[config.mk]
export PLATFORM = sky130hd
export DESIGN_NAME = fmul_share_arbiter
export DESIGN_NICKNAME = d
export VERILOG_FILES = /design/src/rtl/fmul_arb_pkg.sv /design/src/rtl/rr_arbiter.sv /design/src/rtl/fmul_share_arbiter.sv
export SDC_FILE = /design/constraint.sdc
export NUM_CORES = 1
export LEC_CHECK = 0
export BUFFER_PORTS_ARGS = -buffer_cell sky130_fd_sc_hd__buf_2
export CAP_MARGIN = 15
export CORE_AREA = 2 2 156 158
export DETAILED_ROUTE_END_ITERATION = 8
export DIE_AREA = 0 0 158 160
export SYNTH_ARGS = -nofsm -noshare
export SYNTH_HDL_FRONTEND = slang
export SYNTH_SLANG_ARGS = --single-unit
[constraint.sdc]
create_clock -name clk -period 10.3 [get_ports clk]
set_clock_uncertainty 0.05 [all_clocks]
set_input_delay 2.06 -clock clk [delete_from_list [all_inputs] [get_ports clk]]
set_output_delay 2.06 -clock clk [all_outputs]
set_load 0.05 [all_outputs]
[src/rtl/fmul_arb_pkg.sv]
// Shared definitions for the fmul sharing arbiter: FSM encodings and widths.
// Used by fmul_share_arbiter and rr_arbiter.
package fmul_arb_pkg;

  localparam int FP_W    = 32;
  localparam int STATS_W = 16;

  typedef enum logic [1:0] {
    ST_IDLE = 2'd0,
    ST_EXEC = 2'd1,
    ST_RESP = 2'd2
  } state_t;

endpackage

[src/rtl/rr_arbiter.sv]
// Combinational round-robin arbiter: the first asserted request at or above ptr
// (wrapping past N-1) wins; grant is one-hot, grant_idx is its index.
module rr_arbiter #(
  parameter  int N     = 4,
  localparam int IDX_W = (N > 1) ? $clog2(N) : 1
) (
  input  logic [N-1:0]     req,
  input  logic [IDX_W-1:0] ptr,
  output logic [N-1:0]     grant,
  output logic [IDX_W-1:0] grant_idx
);

  int               w_sum;
  logic [IDX_W-1:0] w_idx;
  logic             w_found;

  always_comb begin
    grant     = '0;
    grant_idx = '0;
    w_found   = 1'b0;
    w_sum     = 0;
    w_idx     = '0;
    for (int k = 0; k < N; k++) begin
      w_sum = int'(ptr) + k;
      if (w_sum >= N) begin
        w_sum = w_sum - N;
      end
      w_idx = IDX_W'(w_sum);
      if (!w_found && req[w_idx]) begin
        w_found        = 1'b1;
        grant[w_idx]   = 1'b1;
        grant_idx      = w_idx;
      end
    end
  end

endmodule

[src/rtl/fmul_share_arbiter.sv]
// Shares one external combinational fmul among NUM_REQ requesters, one op in flight.
// Optional per-requester completion counters: define FMUL_SHARE_ARBITER_STATS_EN.
module fmul_share_arbiter
  import fmul_arb_pkg::*;
#(
  parameter  int NUM_REQ = 4,
  localparam int ID_W    = $clog2(NUM_REQ)
) (
  input  logic                    clk,
  input  logic                    rst_n,
  input  logic [NUM_REQ-1:0]      req_valid,
  output logic [NUM_REQ-1:0]      req_ready,
  input  logic [FP_W*NUM_REQ-1:0] req_a,
  input  logic [FP_W*NUM_REQ-1:0] req_b,
  output logic [NUM_REQ-1:0]      rsp_valid,
  input  logic [NUM_REQ-1:0]      rsp_ready,
  output logic [FP_W-1:0]         rsp_result,
  output logic [ID_W-1:0]         rsp_id,
  output logic [FP_W-1:0]         fmul_a,
  output logic [FP_W-1:0]         fmul_b,
  input  logic [FP_W-1:0]         fmul_result,
  output logic                    busy
`ifdef FMUL_SHARE_ARBITER_STATS_EN
  ,
  input  logic                    stats_clr,
  output logic [STATS_W*NUM_REQ-1:0] op_count
`endif
);

  state_t            r_state;
  state_t            w_state_next;
  logic [ID_W-1:0]   r_rr_ptr;
  logic [ID_W-1:0]   r_owner;
  logic [FP_W-1:0]   r_fmul_a;
  logic [FP_W-1:0]   r_fmul_b;
  logic [FP_W-1:0]   r_rsp_result;

  logic [NUM_REQ-1:0] w_grant;
  logic [ID_W-1:0]    w_grant_idx;
  logic               w_any_req;
  logic               w_accept;
  logic               w_rsp_hs;
  logic [ID_W-1:0]    w_ptr_next;
  logic [FP_W-1:0]    w_sel_a;
  logic [FP_W-1:0]    w_sel_b;
  logic [FP_W-1:0]    w_a_arr [NUM_REQ];
  logic [FP_W-1:0]    w_b_arr [NUM_REQ];

  for (genvar gi = 0; gi < NUM_REQ; gi++) begin : g_unpack
    assign w_a_arr[gi] = req_a[gi*FP_W +: FP_W];
    assign w_b_arr[gi] = req_b[gi*FP_W +: FP_W];
  end

  rr_arbiter #(
    .N (NUM_REQ)
  ) u_rr_arbiter (
    .req       (req_valid),
    .ptr       (r_rr_ptr),
    .grant     (w_grant),
    .grant_idx (w_grant_idx)
  );

  assign w_any_req  = |w_grant;
  assign w_accept   = (r_state == ST_IDLE) && w_any_req;
  assign w_rsp_hs   = (r_state == ST_RESP) && rsp_ready[r_owner];
  assign w_sel_a    = w_a_arr[w_grant_idx];
  assign w_sel_b    = w_b_arr[w_grant_idx];
  // Explicit wrap keeps the pointer inside 0..NUM_REQ-1 for non-power-of-2 sizes.
  assign w_ptr_next = (r_owner == ID_W'(NUM_REQ - 1)) ? '0 : r_owner + 1'b1;

  always_ff @(posedge clk or negedge rst_n) begin
    if (!rst_n) begin
      r_state <= ST_IDLE;
    end else begin
      r_state <= w_state_next;
    end
  end

  always_comb begin
    w_state_next = r_state;
    case (r_state)
      ST_IDLE: if (w_any_req) w_state_next = ST_EXEC;
      ST_EXEC: w_state_next = ST_RESP;
      ST_RESP: if (w_rsp_hs) w_state_next = ST_IDLE;
      default: w_state_next = ST_IDLE;
    endcase
  end

  always_comb begin
    req_ready = '0;
    rsp_valid = '0;
    busy      = 1'b0;
    case (r_state)
      ST_IDLE: req_ready = w_grant;
      ST_EXEC: busy = 1'b1;
      ST_RESP: begin
        busy               = 1'b1;
        rsp_valid[r_owner] = 1'b1;
      end
      default: busy = 1'b1;
    endcase
  end

  always_ff @(posedge clk or negedge rst_n) begin
    if (!rst_n) begin
      r_fmul_a     <= '0;
      r_fmul_b     <= '0;
      r_owner      <= '0;
      r_rsp_result <= '0;
      r_rr_ptr     <= '0;
    end else begin
      if (w_accept) begin
        r_fmul_a <= w_sel_a;
        r_fmul_b <= w_sel_b;
        r_owner  <= w_grant_idx;
      end
      if (r_state == ST_EXEC) begin
        r_rsp_result <= fmul_result;
      end
      if (w_rsp_hs) begin
        r_rr_ptr <= w_ptr_next;
      end
    end
  end

  assign fmul_a     = r_fmul_a;
  assign fmul_b     = r_fmul_b;
  assign rsp_result = r_rsp_result;
  assign rsp_id     = r_owner;

`ifdef FMUL_SHARE_ARBITER_STATS_EN
  logic [STATS_W-1:0] r_op_count [NUM_REQ];

  for (genvar gi = 0; gi < NUM_REQ; gi++) begin : g_stats
    always_ff @(posedge clk or negedge rst_n) begin
      if (!rst_n) begin
        r_op_count[gi] <= '0;
      end else if (stats_clr) begin
        r_op_count[gi] <= '0;
      end else if (w_rsp_hs && (r_owner == ID_W'(gi))) begin
        r_op_count[gi] <= r_op_count[gi] + 1'b1;
      end
    end
    assign op_count[gi*STATS_W +: STATS_W] = r_op_count[gi];
  end
`endif

endmodule

==> After elaboration in Yosys (flattened, before gate mapping) <==
Cells that the tools add are included.
Widths: inputs -> output; s select.
{ "op_classes": {"add_sub_neg": 8, "n_eq_ne": 5, "n_lt_le_gt_ge": 15, "bitwise": 4, "reduce_logical": 16, "n_mux": 48} }
{ "op_table": {"columns": ["cell", "count"], "rows": [
  ["$bmux 32 s2", 2],
  ["$mux 32", 4],
  ["$mux 4", 6],
  ["$mux 2", 11],
  ["$lt 2x3->1 const B", 5],
  ["$mux 1", 14],
  ["$ge 3x3->1 const B", 4],
  ["$or 4x4->4", 3],
  ["$bmux 1 s2", 5],
  ["$demux 1 s2", 5],
  ["$ge 2x1->1 const B", 5],
  ["$logic_and 1x1->1", 10],
  ["$sub 2x1->2 const B", 4],
  ["$add 2x2->3 const B", 2],
  ["$pmux 2 s3", 1],
  ["$eq 2x2->1 const B", 2],
  ["$ne 2x2->1 const B", 2],
  ["$reduce_or 4->1", 1],
  ["$add 2x1->3 const B", 1],
  ["$ge 2x3->1 const B", 1],
  ["$logic_not 1->1", 3],
  ["$not 2->3", 1],
  ["$add 2x1->2 const B", 1],
  ["$eq 2x1->1 const B", 1],
  ["2 further kinds", 2]
]} }
{ "totals": {"regBits": 102, "out_inout_bits": 107, "elab_cells": 102, "inputBits": 298} }

==> Longest topological paths before layout <==
Gate-level depths: netlist of the first run.
{ "depth": {"depth_word": 18, "ltp_mapped": 15, "depth_no_buf": 8} }

==> By module <==
Synthesis of the first run repeated with hierarchy kept, for this count alone.
{ "hier_totals": {"hier_cells": 364, "area_unflattened_um2": 5933.2} }
{ "modules_own_cells": {"columns": ["module", "n_inst", "cells_per_inst", "seq_area_each_um2", "area_per_inst_um2"], "rows": [
  ["fmul_share_arbiter", 1, 316, 2552.4, 5529.1],
  ["rr_arbiter", 1, 48, 0.0, 404.1]
]} }

==> Worst setup path before layout of the first run <==
No wires, ideal clock.
{ "synth_path": {"path_type": "in2out", "from": "input req_valid[0]", "to": "output req_ready[3]", "path_buffers": 1, "t_arrival_ns": 4.074, "path_stages": 6, "t_required_ns": 8.190, "slack_ns": 4.116, "cell_sequence": "clkbuf_1 > mux4_2 > nor2b_4 > a221oi_2 > or2_2 > a21oi_1"} }
{ "synth_between": {"elab_chain_len": 13, "elab_cells_between_ends": 25, "classes_between": "16 x mux; 3 x bitwise; 6 x reduce/logical"} }
{ "synth_lines": {"columns": ["item", "line_no", "source"], "rows": [
  ["start: declaration", "fmul_share_arbiter.sv:11", "input logic [NUM_REQ-1:0] req_valid,"],
  ["$bmux 1 s2", "rr_arbiter.sv:29", "if (!w_found && req[w_idx]) begin"],
  ["$mux 1 (not written as such)", "rr_arbiter.sv:29", null],
  ["$mux 1", "rr_arbiter.sv:29", null],
  ["$logic_not 1->1", "rr_arbiter.sv:29", null],
  ["$logic_and 1x1->1", "rr_arbiter.sv:29", null],
  ["$mux 1", "rr_arbiter.sv:29", null],
  ["$logic_not 1->1", "rr_arbiter.sv:29", null],
  ["$logic_and 1x1->1", "rr_arbiter.sv:29", null],
  ["$mux 1", "rr_arbiter.sv:29", null],
  ["$logic_not 1->1", "rr_arbiter.sv:29", null],
  ["$logic_and 1x1->1", "rr_arbiter.sv:29", null],
  ["$mux 4 (*)", "rr_arbiter.sv:29", null],
  ["$mux 4 (*)", "fmul_share_arbiter.sv:93", "case (r_state)"],
  ["end: declaration", "fmul_share_arbiter.sv:12", "output logic [NUM_REQ-1:0] req_ready,"]
]} }
Every way passes the cells marked *; elsewhere a longest branch is shown, timed or not. The select of a mux whose other input is x is not followed.

==> Worst setup path in the final report of the first run <==
{ "layout_path": {"from": "input req_valid[2]", "to": "output req_ready[3]"} }
Same word-level chain as after synthesis.

==> results of run 1 <==
[cells by family after synthesis]
family | count (synthesis)
fa+ha+maj | 11
flops | 102
buf+inv | 127
mux | 115
compound gates | 212
simple gates | 289
[state kept, by name, indices dropped and copies added (netlist names)]
name and cells:
r_rr_ptr 2, rsp_result 32, rsp_id 2, r_state 2
fmul_a 32, fmul_b 32
[worst max path at each step]
stage / startpoint / endpoint / cells after the start / slack, ns
global placement: req_valid[2] / req_ready[3] / 7 / 4.43
finish: req_valid[2] / req_ready[3] / 7 / 4.36
detailed placement: req_valid[2] / req_ready[3] / 7 / 4.40
CTS: req_valid[2] / req_ready[3] / 7 / 4.40
floorplan: req_valid[0] / req_ready[3] / 6 / 4.12
global route: r_rr_ptr[0] / req_ready[3] / 8 / 4.30
[worst max-delay path, cell delays in order]
cell and delay (ns):
buf_2 0.17, mux4_2 0.60, nor2b_4 0.19, a221oi_2 0.08, or2_2 0.33, a21oi_1 0.12
buf_2 0.27
[per-stage QoR]
| step | util (%) | cells | worst slack [ns] | total power (W) | instance area (µm²) |
|---|---|---|---|---|---|
| after floorplan | - | 856 | 4.12 | 0.00320 | 8320 |
| after global placement | 43.4 | 1478 | 4.43 | 0.00380 | 10300 |
| after detailed placement | 43.4 | 1478 | 4.40 | 0.00383 | 10300 |
| after CTS | 44.6 | 1494 | 4.40 | 0.00420 | 10600 |
| after global routing | 44.6 | 1495 | 4.30 | 0.00445 | 10600 |
| final | 44.6 | 1495 | 4.36 | 0.00418 | 10600 |
[cell usage after synthesis, types with 4 or more instances]
master    instances
a21oi_1           6
a32oi_1          63
and2_1            4
buf_1             4
buf_2            21
buf_6             7
clkbuf_1         86
dfrtp_1         102
ha_1             11
inv_1             5
mux2_2           84
mux2_4           14
mux2i_1          12
nand2_1         133
nand2b_1          4
nand4b_1        126
o21ai_0           4
o311ai_0        105
o311ai_1         21
or2_2             4
[power by group through the flow]
stage / registers [W] / logic (W) / clock network, W
finish: 0.000783 / 0.00305 / 0.000351
detailed placement: 0.000789 / 0.00305 / 0
CTS: 0.000784 / 0.00305 / 0.000368
global route: 0.000814 / 0.00325 / 0.000383
global placement: 0.000783 / 0.00302 / 0
floorplan: 0.00143 / 0.00177 / 0
[layout make-up]
type                       count  share of cell area (%)
antenna                        1                  0.0236
clock buffer                   9                    2.12
clock inverter                 7                   0.624
inverter                       5                   0.177
multi-input combinational    627                    49.0
sequential                   102                    24.1
tap                          324                    3.82
timing repair buffer         420                    20.2
[per-layer routing]
layer  global-route usage (%)  wire [µm]
met1                     28.6      12500
met2                     38.7      15000
met3                     6.11       2900
met4                     7.25        714
met5                        0          0
==> impl_results.md, run 1 <==
- Htree depth: 3
- Worst hold slack: 0.453 ns
- Largest family of logic cells by synthesized area: compound AO/OA/AOI/OAI gates
- Via-to-Cell Ratio: 6.02
- Cell variety after synth: 47
- HP Start: rsp_result[9]
- Root buf cell: clkbuf_16
- Largest cells by area after synthesis: dfrtp_1 31%, nand4b_1 13%, mux2_2 11%
- Largest net degree at the start of global routing: 100
- Max-cap viol count: 0
- Clk pwr share: 8.4%
- Residual DRC: 0
- Largest area contributor in the netlist: dfrtp_1
- Die width: between 150 and 200 µm
- Initial antenna violation count: 4
- Switch Pwr: approximately 0.0023 W
- Leak pwr: approximately 4.5 nW
- Global route overflow: 0
- Most common cell after layout, fill and taps aside: buf_2
- Pint: 0.00184 W
- Kind of critical path: in -> out
- Fillers: between 2000 and 2500
- P&R area growth vs syn: 27.8%
- Final wirelength: ~31000 µm
- Syn avg cell area: between 9 and 10 µm²
- RSZ-0062 raised after global routing: false
- Vias: 9000
- TritonCTS sink count: ~100
- Clk_lat worst skew: 0.35 ns
- Hold Vio Cnt, Final: 0
- Post-Syn Area: 8320 µm²
- Part of the power in registers: between 10% and 20%
- Comb pwr share: about 73%
- Core area: between 20000 and 25000 µm²
- Register area: 2560 µm²
- Crit Path Max Fanout: 11
- First drt pass iteration count: 6
- Worst endpoint required time: 8.19 ns
- RR Endpoint: fmul_b[16]
- Fin. max-slew vios: 0
- CP Launch Type: primary input
- Routability cong.: 0.884
- Drt initial violations: 816
- Outcome: complete, no violations
- Post-CTS Hold Buffers: 0
- Clock buffer count from CTS: 9
- Setup repair bufs after CTS: 0
- Crit path DAT: 3.83 ns
- Sequential fraction of the synthesis area: 30.7%
- Ys Warns: 0
- Buffers on Ports: approximately 400
- # IOs: 405
- HPWL Detailed: 20700 µm
- Reg-to-reg slack, setup: 4.95 ns
- Final setup TNS: 0 ns
- Resize count post-CTS: 0
- Most frequent cells in the layout: 403 x buf_2, 133 x nand2_1, 126 x nand4b_1
- Vias in the first global route: 8502
- Chip Height: 160 µm
- GRT Overall Usage: between 20 and 25%
- Syn nets: 1165
- # setup viols final: 0
- Tightest Pin Transition: 1.08 ns
- Area of the multi-input gates: 5210 µm²
- Hold path endpoint: rsp_result[9]
- FP Rows: 57
- Post-synth EDFFs: 0
- Reg2reg start: r_rr_ptr[0]
- Final Critical Period: 5.94 ns
- Top cell type's share of synthesized area: 30.7%
- Count of state elements after synthesis: 102
- Cells after Synth: 856
- Synth Flop Type: dfrtp_1
- WL/cell: 20.8 µm
- Crit end category: primary output
- Simple-gate portion of the synthesized area: approximately 22%
- Clock tree buffer depth: 2
- Hold Path Depth: 1
- Initial Util: 34.9%
- Synth Area in XOR/XNOR: 0%
- Post-Synth Adder-Cell Area: 1.66%
- Pwr/cell area: 394 nW/µm²
- F_max: 168 MHz
- Switching share of power: around 56%
- CTS tree: done
- Worst Hold Class: reg -> reg
- Post-layout net count: ~1500
- Multiplexer area fraction after synthesis: 16.4%
- Post-synth ARST share: 100%
- Final Cycle Share: 57.6%
- Share of cells above drive strength 1: roughly 47%
- Max-slew headroom: approximately 28%
- First-pass GRT wire length: between 40000 and 50000 µm
- CTS clk-pin slew, worst paths: 0.08 ns
- Final antenna-violating net count: 0
- Worst Reg-to-Reg Cells: 9
- VDD IR-drop max: roughly 250 µV
- Die area: 25300 µm²
- Synth Area in Compound Gates: 22.6%
No activity file was read; power rests on OpenSTA's default activity.
==> run 2: changes to the inputs <==
--- a/config.mk
+++ b/config.mk
@@ -5,11 +5,12 @@
 export SDC_FILE = /design/constraint.sdc
 export NUM_CORES = 1
 export LEC_CHECK = 0
+export ABC_AREA = 1
 export BUFFER_PORTS_ARGS = -buffer_cell sky130_fd_sc_hd__buf_2
 export CAP_MARGIN = 15
-export CORE_AREA = 2 2 156 158
+export CORE_AREA = 2 2 157 159
 export DETAILED_ROUTE_END_ITERATION = 8
-export DIE_AREA = 0 0 158 160
+export DIE_AREA = 0 0 159 161
 export SYNTH_ARGS = -nofsm -noshare
 export SYNTH_HDL_FRONTEND = slang
 export SYNTH_SLANG_ARGS = --single-unit
==> constraint.sdc (replaced) <==
create_clock -name clk -period 5.6 [get_ports clk]
set_clock_uncertainty 0.05 [all_clocks]
set_input_delay 1.12 -clock clk [delete_from_list [all_inputs] [get_ports clk]]
set_output_delay 1.12 -clock clk [all_outputs]
set_load 0.05 [all_outputs]
==> run 2 against run 1 <==
Against the previous run: via count down 5.0%; synthesized area fell by 6.1%; sequential share of layout area grew 1.2 points; utilization is 2.5 points lower; critical path depth up 9; register-to-register slack got worse by 3.3 ns; largest cell class unchanged; first-iteration DRC count fell by 25%; wire length shrank 14%; die area increased by 1.3%; worst setup slack got worse by 2.7 ns; cell count up 24%.
==> impl_results.md, run 2 <==
- Largest cells by area after synthesis: dfrtp_1 33%, nand2_1 21%, nand3_1 13%
- Die area: 25600 µm² (+1.3%)
- Tightest Pin Transition: 0.957 ns (-0.120 ns)
- Final setup TNS: 0 ns (unchanged)
- Ys Warns: 0 (unchanged)
- Clock buffer count from CTS: 9 (unchanged)
- Final Critical Period: slightly below 4 ns
- Max-slew headroom: 36.2% (+8.0 points)
- Final antenna-violating net count: 0 (unchanged)
- CP Launch Type: flip-flop
- Ant. Diodes: 0 (-1)
- # setup viols final: 0 (unchanged)
- Syn nets: 1482 (+27%)
- Setup WS post-layout: 1.64 ns (-2.72 ns)
- Register area: 2550 µm² (-0.15%)
- GRT Overall Usage: 20.3% (-2.7 points)
- CTS tree: done
- DP Worst Slack: 1.62 ns (-2.78 ns)
- Vias: 8548 (-5.0%)
- First drt pass iteration count: 7 (+1)
- Syn avg cell area: 6.65 µm² (-31%)
- Most common cell after layout, fill and taps aside: nand2_1
- Initial Util: 32.6% (-2.3 points)
- Largest net degree at the start of global routing: 84 (-16%)
- Hold Path Depth: 2 (+1)
- Core area: 24000 µm² (+0.60%)
- Worst Reg-to-Reg Cells: 16 (+7)
- Top cell types by occurrence after synthesis: 428 x nand2_1, 211 x inv_1, 207 x nand3_1
- Share of cells above drive strength 1: 31.5% (-16 points)
- Fin. max-slew vios: 0 (unchanged)
- P&R area growth vs syn: 29.2%
- Chip Height: 161 µm (+0.63%)
- # IOs: 405 (unchanged)
- Cell variety after synth: 29 (-38%)
- Buffers on Ports: 404 (unchanged)
- Clock tree buffer depth: 2 (unchanged)
- Final Cycle Share: a little over two thirds
- RSZ-0062 raised after global routing: false
- Placed Cells incl. Taps: 1839 (+24%)
- Most frequent cells in the layout: 428 x nand2_1, 403 x buf_2, 211 x inv_1
- WL/cell: 14.4 µm (-31%)
- Reg-to-reg slack, setup: 1.64 ns (-3.31 ns)
- Vias in the first global route: 8200 (-3.6%)
- Area of the multi-input gates: 3910 µm² (-25%)
- Count of state elements after synthesis: 102 (unchanged)
- Crit path DAT: 4.14 ns (+0.31 ns)
- Setup repair bufs after CTS: 0 (unchanged)
- Outcome: complete, no violations
- Sequential fraction of the synthesis area: 32.7% (+2.0 points)
- Fillers: 2637 (+8.6%)
- Worst Hold Class: reg -> reg
- Initial antenna violation count: 0 (-4)
- Via-to-Cell Ratio: 4.61 (-23%)
- Die width: 159 µm (+0.63%)
- First-pass GRT wire length: 42100 µm (-9.7%)
- Drt initial violations: 609 (-25%)
- Top cell type's share of synthesized area: 32.7% (+2.0 points)
- Resize count post-CTS: 0 (unchanged)
- Post-Place Cell Area: 9780 µm² (-5.3%)
- Residual DRC: 0 (unchanged)
- Crit Path Max Fanout: 83 (+72)
- Crit end category: flip-flop
- Post-synth EDFFs: 0 (unchanged)
- Cell area after layout: 10100 µm² (-5.1%)
- Post-CTS Hold Buffers: 0 (unchanged)
- Routability cong.: 0.914 (+3.4%)
- Hold Vio Cnt, Final: 0 (unchanged)
- Kind of critical path: reg -> reg
- Most frequent cell after synthesis: nand2_1
- TritonCTS sink count: 102 (unchanged)
- Max-cap viol count: 0 (unchanged)
- CTS clk-pin slew, worst paths: 0.09 ns (about the same)
- Cells after Synth: 1173 (+37%)
- Root buf cell: clkbuf_16
- Post-layout net count: 1835 (+24%)
- Finished Layout Cells: 1855 (+24%)
- Final wirelength: 26700 µm (-14%)
- Clk_lat worst skew: 0.34 ns (about the same)
- Post-synth ARST share: 100% (unchanged)
- HPWL Detailed: 19600 µm (-5.4%)
- Global route overflow: 0 (unchanged)
- Worst endpoint required time: 5.78 ns (-2.41 ns)
- Synth Flop Type: dfrtp_1
- Largest area contributor in the netlist: dfrtp_1
- Post-Syn Area: 7810 µm² (-6.1%)
- F_max: 253 MHz
- Htree depth: 3 (unchanged)
- FP Rows: 57 (unchanged)
-- run 2: area by class of cell --
cell class | count | share of cell area [%]
clock buffers | 9 | 2.23
clock inverters | 7 | 0.782
inverters | 214 | 7.96
multi-input cells | 784 | 38.8
flip-flops and latches | 102 | 25.3
well taps | 324 | 4.02
repair buffers | 415 | 20.9
-- run 2: worst max-delay path: stages (launching register included) --
cell and delay (ns):
dfrtp_1 0.61, inv_2 0.23, ha_1 0.44, inv_1 0.10, nand2_1 0.07, nand2_1 0.12, nor2_8 0.17, nand3_2 0.09
clkinv_1 0.10, nand2_4 0.28, nand2_4 0.73, buf_4 0.40, nand2_1 0.08, nand3_1 0.07, nand2_1 0.09, nand2_1 0.07
nand2_1 0.05
-- run 2: worst paths after layout --
kind | startpoint | to
worst max-delay path | r_rr_ptr[0] | fmul_a[9]
max in group asynchronous | rst_n | fmul_b[6]
worst max register to register | r_rr_ptr[0] | fmul_a[9]
worst min register to register | fmul_a[20] | fmul_a[20]
min in group asynchronous | rst_n | fmul_a[15]
worst min-delay path | fmul_a[20] | fmul_a[20]
-- run 2: kinds of logic (layout without fill, tap and decap cells) --
| logic type | Yosys count | count (layout) | synth area share (%) |
|---|---|---|---|
| muxes | 32 | 32 | 4.62 |
| buffers and inverters | 287 | 645 | 17.4 |
| adders and majority gates | 11 | 11 | 1.76 |
| AOI/OAI and AO/OA | 14 | 14 | 1.14 |
| DFF | 102 | 102 | 32.7 |
| and+or+nand+nor | 727 | 727 | 42.4 |
-- run 2: through the flow --
step                util, %  hold WS (ns)
floorplan                 -         0.474
global placement       40.8         0.406
detailed placement     40.8         0.410
CTS                    42.1         0.433
global route           42.1         0.455
finish                 42.1         0.429
-- run 2: routing by layer --
metal | routed length [µm] | global-route usage (%) | vias to the layer above
met5 | 0 | 0 | -
met3 | 1810 | 4.03 | 36
li1 | - | - | 4293
met4 | 662 | 6.69 | 0
met1 | 11300 | 25.5 | 3862
met2 | 12900 | 35.1 | 357
Power of run 2 is left out: the tool's default activity adds up to more than one toggle a clock period on the data nets, which glitch-free logic cannot reach.
